File: config.mk
export PLATFORM = sky130hd
export DESIGN_NAME = rv32im_lsu_ctrl
export DESIGN_NICKNAME = d
export VERILOG_FILES = /design/src/rtl/rv32im_lsu_ctrl_pkg.sv /design/src/rtl/rv32im_lsu_ctrl_align.sv /design/src/rtl/rv32im_lsu_ctrl.sv
export SDC_FILE = /design/constraint.sdc
export NUM_CORES = 1
export LEC_CHECK = 0
export BUFFER_PORTS_ARGS = -buffer_cell sky130_fd_sc_hd__buf_2
export CORE_MARGIN = 4
export CORE_UTILIZATION = 40
export DETAILED_ROUTE_END_ITERATION = 7
export HOLD_SLACK_MARGIN = 0.12
export SETUP_SLACK_MARGIN = 0.05
export SLEW_MARGIN = 20
export SYNTH_ARGS = -nofsm -noshare
export SYNTH_HDL_FRONTEND = slang
export SYNTH_SLANG_ARGS = --single-unit
export TNS_END_PERCENT = 20
File: constraint.sdc
create_clock -name clk_i -period 3.5 [get_ports clk_i]
set_input_delay 0.35 -clock clk_i [delete_from_list [all_inputs] [get_ports clk_i]]
set_output_delay 0.35 -clock clk_i [all_outputs]
set_load 0.005 [all_outputs]
File: src/rtl/rv32im_lsu_ctrl_pkg.sv
// Shared LSU definitions: opcode encodings, access sizes, FSM states.
// Opcode layout: [1:0] size, [2] zero-extend, [3] store.
package rv32im_lsu_ctrl_pkg;

    localparam int LSU_OPCODE_WIDTH = 4;

    typedef logic [LSU_OPCODE_WIDTH-1:0] lsu_op_t;

    localparam lsu_op_t LSU_OPCODE_LB  = 4'h0;
    localparam lsu_op_t LSU_OPCODE_LH  = 4'h1;
    localparam lsu_op_t LSU_OPCODE_LW  = 4'h2;
    localparam lsu_op_t LSU_OPCODE_LD  = 4'h3;
    localparam lsu_op_t LSU_OPCODE_LBU = 4'h4;
    localparam lsu_op_t LSU_OPCODE_LHU = 4'h5;
    localparam lsu_op_t LSU_OPCODE_LWU = 4'h6;
    localparam lsu_op_t LSU_OPCODE_SB  = 4'h8;
    localparam lsu_op_t LSU_OPCODE_SH  = 4'h9;
    localparam lsu_op_t LSU_OPCODE_SW  = 4'hA;
    localparam lsu_op_t LSU_OPCODE_SD  = 4'hB;

    typedef enum logic [1:0] {
        SZ_B = 2'd0,
        SZ_H = 2'd1,
        SZ_W = 2'd2,
        SZ_D = 2'd3
    } lsu_size_e;

    typedef enum logic [1:0] {
        S_IDLE = 2'd0,
        S_REQ  = 2'd1,
        S_RESP = 2'd2,
        S_DONE = 2'd3
    } lsu_state_e;

    // Doubles and LWU only exist on a 64-bit bus.
    function automatic logic op_legal(input lsu_op_t op, input logic dw64);
        case (op)
            LSU_OPCODE_LB, LSU_OPCODE_LH, LSU_OPCODE_LW,
            LSU_OPCODE_LBU, LSU_OPCODE_LHU,
            LSU_OPCODE_SB, LSU_OPCODE_SH, LSU_OPCODE_SW: op_legal = 1'b1;
            LSU_OPCODE_LD, LSU_OPCODE_SD,
            LSU_OPCODE_LWU:                              op_legal = dw64;
            default:                                     op_legal = 1'b0;
        endcase
    endfunction

    function automatic logic misaligned(input lsu_size_e sz, input logic [2:0] lo);
        case (sz)
            SZ_B:    misaligned = 1'b0;
            SZ_H:    misaligned = lo[0];
            SZ_W:    misaligned = |lo[1:0];
            default: misaligned = |lo;
        endcase
    endfunction

endpackage

File: src/rtl/rv32im_lsu_ctrl_align.sv
// Lane logic: byte enables, store replication, load extract/extend.
// Purely combinational; offset is the in-bus byte position.
module lsu_align
    import rv32im_lsu_ctrl_pkg::*;
#(
    parameter int DATA_WIDTH = 32,
    localparam int BEW = DATA_WIDTH / 8,
    localparam int OFFS = $clog2(BEW)
) (
    input  lsu_size_e             size_i,
    input  logic                  uns_i,
    input  logic [OFFS-1:0]       off_i,
    input  logic [DATA_WIDTH-1:0] wdata_i,
    input  logic [DATA_WIDTH-1:0] rdata_i,
    output logic [BEW-1:0]        be_o,
    output logic [DATA_WIDTH-1:0] wdata_o,
    output logic [DATA_WIDTH-1:0] rdata_o
);

    logic [DATA_WIDTH-1:0] sh;

    // Decode size into lane mask, replicated store data and extended load.
    always_comb begin
        sh      = rdata_i >> {off_i, 3'b000};
        be_o    = '0;
        wdata_o = '0;
        rdata_o = '0;
        unique case (size_i)
            SZ_B: begin
                be_o    = BEW'(1) << off_i;
                wdata_o = {BEW{wdata_i[7:0]}};
                if (uns_i) rdata_o = DATA_WIDTH'(sh[7:0]);
                else       rdata_o = DATA_WIDTH'($signed(sh[7:0]));
            end
            SZ_H: begin
                be_o    = BEW'(3) << off_i;
                wdata_o = {(BEW/2){wdata_i[15:0]}};
                if (uns_i) rdata_o = DATA_WIDTH'(sh[15:0]);
                else       rdata_o = DATA_WIDTH'($signed(sh[15:0]));
            end
            SZ_W: begin
                be_o    = BEW'(15) << off_i;
                wdata_o = {(BEW/4){wdata_i[31:0]}};
                if (uns_i) rdata_o = DATA_WIDTH'(sh[31:0]);
                else       rdata_o = DATA_WIDTH'($signed(sh[31:0]));
            end
            SZ_D: begin
                be_o    = '1;
                wdata_o = wdata_i;
                rdata_o = sh;
            end
        endcase
    end

endmodule

File: src/rtl/rv32im_lsu_ctrl.sv
// Sequential LSU: EXU handshake in, req/gnt/rvalid memory bus out.
// Catches misaligned/illegal accesses up front and times out stalls.
module rv32im_lsu_ctrl
    import rv32im_lsu_ctrl_pkg::*;
#(
    parameter int          DATA_WIDTH     = 32,
    parameter int          ADDR_WIDTH     = 32,
    parameter int unsigned TIMEOUT_CYCLES = 16
) (
    input  logic                        clk_i,
    input  logic                        rst_i,
    input  logic                        lsu_req_i,
    output logic                        lsu_ready_o,
    input  logic [LSU_OPCODE_WIDTH-1:0] lsu_opcode_i,
    input  logic [ADDR_WIDTH-1:0]       addr_mem_i,
    input  logic [DATA_WIDTH-1:0]       val_memwr_i,
    output logic [DATA_WIDTH-1:0]       val_memrd_o,
    output logic                        lsu_done_o,
    output logic                        lsu_err_o,
    output logic                        mem_req_o,
    output logic                        mem_we_o,
    output logic [DATA_WIDTH/8-1:0]     mem_be_o,
    output logic [ADDR_WIDTH-1:0]       addr_mem_o,
    output logic [DATA_WIDTH-1:0]       val_memwr_o,
    input  logic                        mem_gnt_i,
    input  logic                        mem_rvalid_i,
    input  logic [DATA_WIDTH-1:0]       val_memrd_i
);

    localparam int   BEW  = DATA_WIDTH / 8;
    localparam int   OFFS = $clog2(BEW);
    localparam logic DW64 = (DATA_WIDTH == 64);

    lsu_state_e            state_q, state_d;
    lsu_op_t               op_q, op_d;
    logic [ADDR_WIDTH-1:0] addr_q, addr_d;
    logic [DATA_WIDTH-1:0] wdata_q, wdata_d;
    logic [DATA_WIDTH-1:0] rdata_q, rdata_d;
    logic                  err_q, err_d;
    logic [31:0]           cnt_q, cnt_d;

    logic                  bad_in;
    logic                  tmo_hit;
    logic                  in_req;
    logic [BEW-1:0]        be;
    logic [DATA_WIDTH-1:0] wrep;
    logic [DATA_WIDTH-1:0] rext;

    assign bad_in = !op_legal(lsu_opcode_i, DW64) ||
                    misaligned(lsu_size_e'(lsu_opcode_i[1:0]), addr_mem_i[2:0]);

    // Counter value is the number of REQ/RESP cycles already spent.
    assign tmo_hit = (TIMEOUT_CYCLES != 0) &&
                     (cnt_q + 32'd1 >= TIMEOUT_CYCLES);

    lsu_align #(
        .DATA_WIDTH(DATA_WIDTH)
    ) u_align (
        .size_i  (lsu_size_e'(op_q[1:0])),
        .uns_i   (op_q[2]),
        .off_i   (addr_q[OFFS-1:0]),
        .wdata_i (wdata_q),
        .rdata_i (val_memrd_i),
        .be_o    (be),
        .wdata_o (wrep),
        .rdata_o (rext)
    );

    // Bus side is driven only while a request is outstanding.
    assign in_req      = (state_q == S_REQ);
    assign mem_req_o   = in_req;
    assign mem_we_o    = in_req & op_q[3];
    assign mem_be_o    = in_req ? be : '0;
    assign val_memwr_o = in_req ? wrep : '0;
    assign addr_mem_o  = in_req ? {addr_q[ADDR_WIDTH-1:OFFS], OFFS'(0)} : '0;
    assign lsu_ready_o = (state_q == S_IDLE);
    assign lsu_done_o  = (state_q == S_DONE);
    assign lsu_err_o   = (state_q == S_DONE) & err_q;
    assign val_memrd_o = rdata_q;

    // Next-state, capture and completion logic.
    always_comb begin
        state_d = state_q;
        op_d    = op_q;
        addr_d  = addr_q;
        wdata_d = wdata_q;
        rdata_d = rdata_q;
        err_d   = err_q;
        cnt_d   = cnt_q;
        unique case (state_q)
            S_IDLE: begin
                if (lsu_req_i) begin
                    op_d    = lsu_opcode_i;
                    addr_d  = addr_mem_i;
                    wdata_d = val_memwr_i;
                    cnt_d   = '0;
                    err_d   = bad_in;
                    if (bad_in) begin
                        rdata_d = '0;
                        state_d = S_DONE;
                    end else begin
                        state_d = S_REQ;
                    end
                end
            end
            S_REQ: begin
                cnt_d = cnt_q + 32'd1;
                if (mem_gnt_i) begin
                    state_d = S_RESP;
                end else if (tmo_hit) begin
                    err_d   = 1'b1;
                    rdata_d = '0;
                    state_d = S_DONE;
                end
            end
            S_RESP: begin
                cnt_d = cnt_q + 32'd1;
                if (mem_rvalid_i) begin
                    err_d   = 1'b0;
                    rdata_d = op_q[3] ? '0 : rext;
                    state_d = S_DONE;
                end else if (tmo_hit) begin
                    err_d   = 1'b1;
                    rdata_d = '0;
                    state_d = S_DONE;
                end
            end
            S_DONE: begin
                state_d = S_IDLE;
            end
        endcase
    end

    // State and capture registers with synchronous reset.
    always_ff @(posedge clk_i) begin
        if (rst_i) begin
            state_q <= S_IDLE;
            op_q    <= '0;
            addr_q  <= '0;
            wdata_q <= '0;
            rdata_q <= '0;
            err_q   <= 1'b0;
            cnt_q   <= '0;
        end else begin
            state_q <= state_d;
            op_q    <= op_d;
            addr_q  <= addr_d;
            wdata_q <= wdata_d;
            rdata_q <= rdata_d;
            err_q   <= err_d;
            cnt_q   <= cnt_d;
        end
    end

endmodule

==> results.json <==
{
  "maxCapViolations": 0,
  "synth_cell_types": 58,
  "gp_congestion": 0.8693,
  "holdWs_ps": 146.5,
  "overflow": 0,
  "grt_max_degree": 69,
  "hold_viol": 0,
  "portBuffers": 207,
  "p_int_mw": 3.282,
  "critical_path.endpoint_type": "flip-flop",
  "power_density_mw_per_mm2": 583.5,
  "grt_pass1_wl_um": 41030,
  "drive_above_1_share_pct": 24.09,
  "yosysTopAreaCell": "dfxtp_1",
  "outcome": "complete, no violations",
  "critical_path.startpoint_type": "flip-flop",
  "postCtsSetupBuffers": 0,
  "coreArea_mm2": 0.01965,
  "synth_area_leaders": "dfxtp_1 (34%), nand2_1 (9.6%), a21oi_1 (9.6%), o21ai_0 (3.8%), and2_1 (3.7%)",
  "ioPinCount": 210,
  "fin_skew_ps": 8.961,
  "multi_input_area_mm2": 0.004891,
  "area_growth_pct": 21.40,
  "yosys-top-cells-count": "nand2_1 (207), a21oi_1 (154), dfxtp_1 (135), clkbuf_1 (68), nor2_1 (68)",
  "switching_share_pct": 42.48,
  "ys_seq_area_share_pct": 33.55,
  "slew_headroom_pct": 32.80,
  "cts_buffers": 17,
  "syn_avg_cell_area_um2": 7.310,
  "antenna_found_initial": 3,
  "first_pass_iters": 5,
  "fmax_ghz": 0.3247,
  "fillers": 2091,
  "routed_wl_um": 26120,
  "syn_area_mm2": 0.008055,
  "slew_violations": 0,
  "period_share_pct": 87.98,
  "dr.first_iter.drc_count": 515,
  "worstSkewPairLatency_ps": 430,
  "worst-setup-path-type": "flip-flop to flip-flop",
  "dp_hpwl_um": 18320,
  "root_buffer": "clkbuf_16",
  "ir_drop_uv": 416.1,
  "wire_per_inst_um": 17.02,
  "register_area_mm2": 0.002703,
  "synthArstFlopShare_pct": 0,
  "grt_pass1_vias": 7831,
  "arrival_ps": 3430,
  "synth_enable_flop_cells": 0,
  "postCtsHoldBufs": 0,
  "clk_path_buf_depth": 2,
  "p_clk_share_pct": 30.5,
  "cp.required_ps": 3850,
  "drc": 0,
  "synth.most_common_cell": "nand2_1",
  "vias": 8501,
  "final_core_util_pct": 49.76,
  "cts_resized": 0,
  "path_clk_slew_ps": 70,
  "synth_top_cell_area_share_pct": 33.55,
  "viasPerCell": 5.538,
  "diodes": 0,
  "setup_violations": 0,
  "htreeDepth": 4,
  "yosysWarnings": 0,
  "hp-class": "input pin to flip-flop",
  "cts_tree": "yes",
  "fin_crit_ps": 3079,
  "switchingPower_mw": 2.424,
  "nNetsFinal": 1372,
  "crit_path_max_fanout": 18,
  "seqPwrFrac_pct": 31.8,
  "initial_core_util_pct": 40.99,
  "rsz0062_at_grt": "false",
  "synth_flop_cell": "dfxtp_1",
  "die_h_um": 149.9,
  "row_count": 51,
  "ys_ff_latch": 135,
  "clock_sinks": 135,
  "worst_slew_pin_slew_ps": 997.4,
  "grt_use_total_pct": 22.66,
  "fp.dieW_um": 149.9,
  "power_frac_comb_pct": 37.7,
  "dieArea_mm2": 0.02247,
  "final_antenna_net_count": 0,
  "power_leakage_nw": 4.059,
  "tns_ps": 0,
  "syn_inst": 1102
}
## per-layer routing
| metal | part of all wire [%] | GRT usage [%] |
|---|---|---|
| met5 | 0.054 | 0 |
| met4 | 2.5 | 8.280 |
| met3 | 8.9 | 7.389 |
| met2 | 44 | 33.72 |
| met1 | 44 | 30.64 |
## sequential cells by signal (all words and copies together) (netlist names)
signal       count
err_q            1
addr_q          32
state_q          2
val_memrd_o     32
op_q             4
wdata_q         32
cnt_q           32
## cells in the final DEF (no fill, tap or decap), drive strengths merged, types with 10 or more instances in the layout
master | synthesis | routed
nand4 | 14 | 14
a22o | 13 | 13
buf | 26 | 229
nor2 | 68 | 68
mux2i | 13 | 13
inv | 25 | 35
a21oi | 154 | 154
ha | 10 | 10
nand3 | 22 | 22
a22oi | 20 | 20
a211oi | 20 | 20
dfxtp | 135 | 135
or2 | 12 | 12
nand2 | 207 | 207
a31oi | 13 | 13
nor2b | 20 | 20
and2 | 48 | 48
o41ai | 14 | 14
o211ai | 14 | 14
clkbuf | 68 | 17
nor3 | 17 | 17
o21ai | 61 | 61
## power groups by stage
| stage | combinational [mW] | sequential, mW | clock, mW |
|---|---|---|---|
| floorplan | 1.48 | 1.81 | 0 |
| global placement | 2.15 | 1.84 | 0 |
| detailed placement | 2.15 | 1.84 | 0 |
| CTS | 2.16 | 1.81 | 1.77 |
| global route | 2.41 | 1.83 | 1.84 |
| finish | 2.15 | 1.81 | 1.74 |
## cell type report
type / instances / share of cell area, %
Clock buffer: 17 / 4.350
Clock inverter: 15 / 1.343
Inverter: 25 / 0.9596
Multi-Input combinational cell: 849 / 50.01
Sequential cell: 135 / 27.64
Tap cell: 265 / 3.390
Timing Repair Buffer: 229 / 12.31
## final timing paths
check	from	end	slack, ps	cells after the start
hold / removal	addr_mem_i[11]	addr_q[11]	150	3
setup / recovery	cnt_q[11]	val_memrd_o[16]	420	9
hold reg to reg	addr_q[18]	addr_q[18]	450	2
setup reg to reg	cnt_q[11]	val_memrd_o[16]	420	9
## worst max-delay path, cell delays in order, from the launching register on
cell and delay, ps:
dfxtp_1 490, nand3_1 320, or4_1 690, xnor2_1 170, a2111oi_0 280, and4_1 290
nand4_2 110, buf_4 230, buf_4 230, o21ai_0 180
## cell families after synthesis
family | Yosys count | share of synthesized area [%]
multiplexers | 23 | 3.153
other | 1 | 0.04655
buffers and inverters | 119 | 5.856
XOR/XNOR | 9 | 0.9786
adder cells (fa/ha/maj) | 10 | 1.553
flip-flops | 135 | 33.55
AO/OA/AOI/OAI | 345 | 27.21
AND/OR/NAND/NOR | 460 | 27.65
## stage by stage
stage	cell area [um^2]	cells	setup WS [ps]	total power [mW]
6_report	9779	1535	420.7	5.706
3_5_place_dp	9223	1503	503.9	3.992
3_3_place_gp	9223	1503	634.1	3.984
2_1_floorplan	8059	1103	922.1	3.287
5_1_grt	9779	1535	256.3	6.087
4_1_cts	9779	1535	478.6	5.734
Power figures use the tool's default switching activity.
